## src/rtl/hazard_forward_unit_if.sv

```systemverilog
// hazard_forward_unit_if: ID-stage operand/destination info in, stall and EXE mux selects out.
interface hazard_forward_unit_if #(
  parameter int REG_ADDR_W = 5,
  parameter int CNT_W      = 32
);
  logic [REG_ADDR_W-1:0] id_src1;
  logic [REG_ADDR_W-1:0] id_src2;
  logic [REG_ADDR_W-1:0] id_st_src;
  logic                  id_src1_vld;
  logic                  id_src2_vld;
  logic                  id_is_store;
  logic [REG_ADDR_W-1:0] id_dest;
  logic                  id_wb_en;
  logic                  id_mem_r_en;
  logic                  flush;
  logic                  stall;
  logic [1:0]            val1_sel;
  logic [1:0]            val2_sel;
  logic [1:0]            ST_val_sel;
  logic [CNT_W-1:0]      stall_cycles;
  modport master (
    output id_src1, id_src2, id_st_src, id_src1_vld, id_src2_vld, id_is_store,
    output id_dest, id_wb_en, id_mem_r_en, flush,
    input  stall, val1_sel, val2_sel, ST_val_sel, stall_cycles
  );
  modport slave (
    input  id_src1, id_src2, id_st_src, id_src1_vld, id_src2_vld, id_is_store,
    input  id_dest, id_wb_en, id_mem_r_en, flush,
    output stall, val1_sel, val2_sel, ST_val_sel, stall_cycles
  );
endinterface

```

## src/rtl/hazard_forward_unit.sv

```systemverilog
// hazard_forward_unit: tracks EX/MEM producers, registers EXE forwarding selects and stalls ID on hazards.
module hazard_forward_unit #(
  parameter int REG_ADDR_W = 5,
  parameter bit FORWARD_EN = 1'b1,
  parameter int CNT_W      = 32
) (
  input logic                 clk,
  input logic                 rst,
  hazard_forward_unit_if.slave hz
);
  logic [REG_ADDR_W-1:0] ex_dest_q, ex_dest_d, mem_dest_q, mem_dest_d;
  logic                  ex_wb_q, ex_wb_d, ex_mr_q, ex_mr_d, mem_wb_q, mem_wb_d;
  logic [1:0]            val1_sel_q, val1_sel_d, val2_sel_q, val2_sel_d, st_sel_q, st_sel_d;
  logic [CNT_W-1:0]      cnt_q, cnt_d;
  logic [REG_ADDR_W-1:0] src [3];
  logic [2:0]            used, hit_ex, hit_mem;
  logic [1:0]            sel [3];
  logic                  stall_c, bubble;
  always_comb begin
    src[0] = hz.id_src1;
    src[1] = hz.id_src2;
    src[2] = hz.id_st_src;
    used = {hz.id_is_store, hz.id_src2_vld, hz.id_src1_vld};
    stall_c = 1'b0;
    for (int i = 0; i < 3; i++) begin
      hit_ex[i]  = used[i] && src[i] != '0 && ex_wb_q && ex_dest_q == src[i];
      hit_mem[i] = used[i] && src[i] != '0 && mem_wb_q && mem_dest_q == src[i];
      // Youngest producer wins; without forwarding every in-flight RAW waits for write-back.
      if (FORWARD_EN) begin
        stall_c = stall_c | (hit_ex[i] & ex_mr_q);
        sel[i]  = hit_ex[i] ? 2'b01 : hit_mem[i] ? 2'b10 : 2'b00;
      end else begin
        stall_c = stall_c | hit_ex[i] | hit_mem[i];
        sel[i]  = 2'b00;
      end
    end
    bubble     = stall_c | hz.flush;
    ex_dest_d  = bubble ? '0 : hz.id_dest;
    ex_wb_d    = bubble ? 1'b0 : hz.id_wb_en;
    ex_mr_d    = bubble ? 1'b0 : hz.id_mem_r_en;
    mem_dest_d = ex_dest_q;
    mem_wb_d   = ex_wb_q;
    val1_sel_d = bubble ? 2'b00 : sel[0];
    val2_sel_d = bubble ? 2'b00 : sel[1];
    st_sel_d   = bubble ? 2'b00 : sel[2];
    cnt_d      = (stall_c && cnt_q != '1) ? cnt_q + 1'b1 : cnt_q;
  end
  always_ff @(posedge clk) begin
    if (rst) begin
      ex_dest_q  <= '0;
      ex_wb_q    <= 1'b0;
      ex_mr_q    <= 1'b0;
      mem_dest_q <= '0;
      mem_wb_q   <= 1'b0;
      val1_sel_q <= 2'b00;
      val2_sel_q <= 2'b00;
      st_sel_q   <= 2'b00;
      cnt_q      <= '0;
    end else begin
      ex_dest_q  <= ex_dest_d;
      ex_wb_q    <= ex_wb_d;
      ex_mr_q    <= ex_mr_d;
      mem_dest_q <= mem_dest_d;
      mem_wb_q   <= mem_wb_d;
      val1_sel_q <= val1_sel_d;
      val2_sel_q <= val2_sel_d;
      st_sel_q   <= st_sel_d;
      cnt_q      <= cnt_d;
    end
  end
  assign hz.stall        = stall_c;
  assign hz.val1_sel     = val1_sel_q;
  assign hz.val2_sel     = val2_sel_q;
  assign hz.ST_val_sel   = st_sel_q;
  assign hz.stall_cycles = cnt_q;
endmodule

```

## src/flat_wrapper.sv

```systemverilog
// flat-port wrapper written by rule: the top's interface ports become plain ports
module hazard_forward_unit_flat 
#(
  parameter int REG_ADDR_W = 5,
  parameter bit FORWARD_EN = 1'b1,
  parameter int CNT_W      = 32
)
  (clk, rst, hz_id_src1, hz_id_src2, hz_id_st_src, hz_id_src1_vld, hz_id_src2_vld, hz_id_is_store, hz_id_dest, hz_id_wb_en, hz_id_mem_r_en, hz_flush, hz_stall, hz_val1_sel, hz_val2_sel, hz_ST_val_sel, hz_stall_cycles);
  hazard_forward_unit_if #(.REG_ADDR_W(REG_ADDR_W), .CNT_W(CNT_W)) hz_i ();
  input logic clk;
  input logic rst;
  input wire logic [$bits(hz_i.id_src1)-1:0] hz_id_src1;
  input wire logic [$bits(hz_i.id_src2)-1:0] hz_id_src2;
  input wire logic [$bits(hz_i.id_st_src)-1:0] hz_id_st_src;
  input wire logic [$bits(hz_i.id_src1_vld)-1:0] hz_id_src1_vld;
  input wire logic [$bits(hz_i.id_src2_vld)-1:0] hz_id_src2_vld;
  input wire logic [$bits(hz_i.id_is_store)-1:0] hz_id_is_store;
  input wire logic [$bits(hz_i.id_dest)-1:0] hz_id_dest;
  input wire logic [$bits(hz_i.id_wb_en)-1:0] hz_id_wb_en;
  input wire logic [$bits(hz_i.id_mem_r_en)-1:0] hz_id_mem_r_en;
  input wire logic [$bits(hz_i.flush)-1:0] hz_flush;
  output wire logic [$bits(hz_i.stall)-1:0] hz_stall;
  output wire logic [$bits(hz_i.val1_sel)-1:0] hz_val1_sel;
  output wire logic [$bits(hz_i.val2_sel)-1:0] hz_val2_sel;
  output wire logic [$bits(hz_i.ST_val_sel)-1:0] hz_ST_val_sel;
  output wire logic [$bits(hz_i.stall_cycles)-1:0] hz_stall_cycles;
  assign hz_i.id_src1 = hz_id_src1;
  assign hz_i.id_src2 = hz_id_src2;
  assign hz_i.id_st_src = hz_id_st_src;
  assign hz_i.id_src1_vld = hz_id_src1_vld;
  assign hz_i.id_src2_vld = hz_id_src2_vld;
  assign hz_i.id_is_store = hz_id_is_store;
  assign hz_i.id_dest = hz_id_dest;
  assign hz_i.id_wb_en = hz_id_wb_en;
  assign hz_i.id_mem_r_en = hz_id_mem_r_en;
  assign hz_i.flush = hz_flush;
  assign hz_stall = hz_i.stall;
  assign hz_val1_sel = hz_i.val1_sel;
  assign hz_val2_sel = hz_i.val2_sel;
  assign hz_ST_val_sel = hz_i.ST_val_sel;
  assign hz_stall_cycles = hz_i.stall_cycles;
  hazard_forward_unit #(.REG_ADDR_W(REG_ADDR_W), .FORWARD_EN(FORWARD_EN), .CNT_W(CNT_W)) u_core (.clk(clk), .rst(rst), .hz(hz_i));
endmodule
```

## config.mk

```make
export PLATFORM = sky130hd
export DESIGN_NAME = hazard_forward_unit_flat
export DESIGN_NICKNAME = d
export VERILOG_FILES = /design/src/rtl/hazard_forward_unit_if.sv /design/src/rtl/hazard_forward_unit.sv /design/src/flat_wrapper.sv
export SDC_FILE = /design/constraint.sdc
export NUM_CORES = 1
export LEC_CHECK = 0
export ABC_CLOCK_PERIOD_IN_PS = 9000
export BUFFER_PORTS_ARGS = -buffer_cell sky130_fd_sc_hd__buf_4
export CELL_PAD_IN_SITES_DETAIL_PLACEMENT = 1
export CELL_PAD_IN_SITES_GLOBAL_PLACEMENT = 1
export CORE_UTILIZATION = 43
export CTS_CLUSTER_DIAMETER = 120
export DETAILED_ROUTE_END_ITERATION = 10
export GPL_TIMING_DRIVEN = 0
export PLACE_DENSITY_LB_ADDON = 0.1
export SYNTH_ARGS = -nofsm -noshare
export SYNTH_HDL_FRONTEND = slang
export SYNTH_SLANG_ARGS = --single-unit
```

## constraint.sdc

```tcl
create_clock -name clk -period 9 [get_ports clk]
set_input_delay 2.7 -clock clk [delete_from_list [all_inputs] [get_ports clk]]
set_output_delay 2.7 -clock clk [all_outputs]
set_load 0.005 [all_outputs]
```

==> results.py <==
metrics = {
    "synthesis": {
        "syn_inst": 312,
        "yosysMostFrequentCell": "dfxtp_1",
        "syn_area_um2": 2810,
        "synth_warnings": 0,
        "synthTopCellsByArea": "dfxtp_1 (36%), xnor2_1 (6.6%), or4_1 (5.9%)",
        "synth_nets": 341,
        "synth_area_per_cell_um2": 9.00,
        "synth_cell_types": 43,
        "synth_edf_count": 0,
        "async_flop_share": 0,
        "synth_top_area_frac": 0.364,
        "yosysTopAreaCell": "dfxtp_1",
        "ys_ff_latch": 51,
        "synthTopCellsByCount": "dfxtp_1 (51), or4_1 (22), xnor2_1 (21)",
        "synthFlopType": "dfxtp_1",
        "seq_area_frac_synth": 0.364,
    },
    "critical_path": {
        "reg2reg_to": "u_core.hz.stall_cycles[1]",
        "timing.critical_path.mode_cell": "buf_4",
        "max_stage_delay_ps": 560,
        "arrival_ps": 4950,
        "end_kind": "output port",
        "required_ps": 6300,
        "crit_chain": "buf_4, or4_1, o21ai_0, nor3_1, o31ai_1, clkbuf_1, inv_1, buf_4",
        "cp_slowest_cell": "o31ai_1",
        "r2r_slack_ps": 6320,
        "cp-start-kind": "input pin",
        "path_max_fanout": 10,
        "path_class": "input pin to output port",
        "timing.rr.start": "u_core.hz.stall_cycles[20]",
        "reg2reg_depth": 8,
    },
    "global_routing": {
        "antenna_found_initial": 0,
        "grtUsageTotal": 0.256,
        "grt_max_degree": 17,
        "grt_pass1_wl_um": 14400,
        "grt_pass1_vias": 2854,
        "grt_overflow": 0,
    },
    "detailed_routing": {
        "drt_iter0_markers": 100,
        "via_count": 2753,
        "wl_per_cell_um": 18.5,
        "ant_nets": 0,
        "finalWirelength_um": 8570,
        "drc": 0,
        "via_per_inst": 5.96,
        "firstDrtPassIters": 4,
    },
    "floorplan": {
        "die_h_um": 82.8,
        "rows": 29,
        "initial_core_util": 0.445,
        "floorplan.core_area_um2": 6310,
        "die_w_um": 82.8,
        "ioPinCount": 67,
        "dieArea_um2": 6860,
    },
    "finish": {
        "area_growth_pct": 24.3,
        "final_util": 0.553,
        "fillers": 776,
        "layout.cells.non_filler": 462,
        "seqCellArea_um2": 1020,
        "nNetsFinal": 413,
        "antenna_cells": 0,
        "fin_area_um2": 3490,
        "multiInputGateArea_um2": 1640,
        "drive_above_1_share": 0.262,
    },
    "placed_design": {
        "dp_cells": 454,
        "place.gp.congestion": 0.807,
        "port_buffers": 65,
        "hpwl_um": 6440,
        "place_area_um2": 3390,
        "place_ws_ps": 1310,
    },
    "cts": {
        "ctsResizeCount": 0,
        "cts_tree": "done",
        "cts_buffers": 5,
        "htreeDepth": 2,
        "cts_buffer_depth": 2,
        "cts_root_buffer": "clkbuf_8",
        "cts_setup_buffers": 0,
        "cts_hold_buf": 0,
        "clkSlewWorstSetupHoldPaths_ps": 100,
        "worstSkewPairLatency_ps": 310,
        "cts_sinks": 51,
    },
    "sta": {
        "layout_setup_ws_ps": 1350,
        "worstMarginPinSlew_ps": 639,
        "rsz0062_at_grt": "no",
        "slew_headroom": 0.570,
        "skew_ps": 13.7,
        "final_hold_viol_count": 0,
        "setup_violations": 0,
        "setup_tns_ps": 0,
        "period_needed_ps": 7650,
        "drv_slew": 0,
        "fin_crit_sh": 0.850,
        "fmax_mhz": 131,
        "holdWs_ps": 496,
    },
    "pwr": {
        "p_int_mw": 0.310,
        "pwr-share-clk": 0.352,
        "p_per_area_nw_per_um2": 119,
        "power_frac_comb": 0.092,
        "switchingPower_mw": 0.105,
        "p_seq_frac": 0.556,
        "power.total_mw": 0.415,
        "ir_worst_vdd_uv": 62.0,
        "total_leakage_power_nw": 1.28,
        "netSwitchingFraction": 0.253,
    },
    "worst_hold_path": {
        "hp-class": "flop to flop",
        "min_path_cells": 1,
        "holdPathEnd": "u_core.hz.ST_val_sel[1]",
        "hold_path.startpoint": "u_core.mem_wb_q",
    },
    "run_status": {
        "run_status": "finished clean",
    },
    "flow_run": {
        "maxCapViolations": 0,
    },
}
[cells in the final DEF, fill, tap and decap left out, types with 15 or more instances in the layout]
| cell type | instances |
|---|---|
| or4_1 | 22 |
| nand4_1 | 17 |
| nand3_1 | 18 |
| buf_4 | 66 |
| dfxtp_1 | 51 |
| nor2_1 | 15 |
| a21oi_1 | 20 |
| xnor2_1 | 21 |
| and3_1 | 15 |
| o31ai_1 | 18 |
[sequential cells by signal, summed over array words and instances (netlist names)]
register / flops
u_core.hz.val1_sel: 2
u_core.mem_wb_q: 1
u_core.hz.stall_cycles: 32
u_core.mem_dest_q: 5
u_core.ex_dest_q: 5
u_core.ex_wb_q: 1
u_core.ex_mr_q: 1
u_core.hz.val2_sel: 2
u_core.hz.ST_val_sel: 2
[final cells by class]
| class | count | share of cell area |
|---|---|---|
| multi-input cells | 240 | 0.470 |
| plain buffers | 18 | 0.0387 |
| well taps | 77 | 0.0276 |
| clock buffers | 6 | 0.0237 |
| repair buffers | 65 | 0.140 |
| clock inverters | 2 | 0.00466 |
| inverters | 3 | 0.00323 |
| flip-flops and latches | 51 | 0.292 |
[worst max-delay path, delay by kind of cell]
kind / cells / cell delay [ps]
compound gates: 2 / 840
buf+inv: 4 / 710
simple gates: 2 / 700
[how the worst max path moves through the flow]
stage,start,to,slack [ps],depth (start not counted)
3_3_place_gp,hz_id_src1[1],hz_stall,1330,8
5_1_grt,hz_id_st_src[0],hz_stall,1080,8
2_1_floorplan,hz_id_src2[0],hz_stall,2130,6
4_1_cts,hz_id_src1[1],hz_stall,1300,8
6_report,hz_id_st_src[0],hz_stall,1350,8
3_5_place_dp,hz_id_st_src[0],hz_stall,1310,8
[layer usage]
| layer | global-route usage | wire length (um) | up-vias |
|---|---|---|---|
| met5 | 0 | 0 | - |
| met3 | 0.0378 | 362 | 8 |
| met2 | 0.447 | 4290 | 73 |
| met4 | 0.0752 | 99 | 0 |
| li1 | - | - | 1320 |
| met1 | 0.326 | 3810 | 1352 |
[power groups by stage]
| stage | Clock [mW] | Combinational (mW) | Sequential (mW) |
|---|---|---|---|
| 6_report | 0.146 | 0.0383 | 0.231 |
| 5_1_grt | 0.158 | 0.0417 | 0.231 |
| 4_1_cts | 0.150 | 0.0386 | 0.231 |
| 3_5_place_dp | 0 | 0.0385 | 0.236 |
| 3_3_place_gp | 0 | 0.0375 | 0.236 |
| 2_1_floorplan | 0 | 0.0210 | 0.235 |
[kinds of logic (layout without fill, tap and decap cells)]
| logic type | Yosys count | in the layout | share of synthesized area |
|---|---|---|---|
| AOI/OAI and AO/OA | 54 | 54 | 0.123 |
| xor gates and xnor gates | 30 | 30 | 0.0936 |
| adders and majority gates | 1 | 1 | 0.00446 |
| buffers and inverters | 21 | 94 | 0.0521 |
| DFF | 51 | 51 | 0.364 |
| muxes | 7 | 7 | 0.0334 |
| and+or+nand+nor | 148 | 148 | 0.330 |
Note: power is estimated with default switching activity, not from simulation.
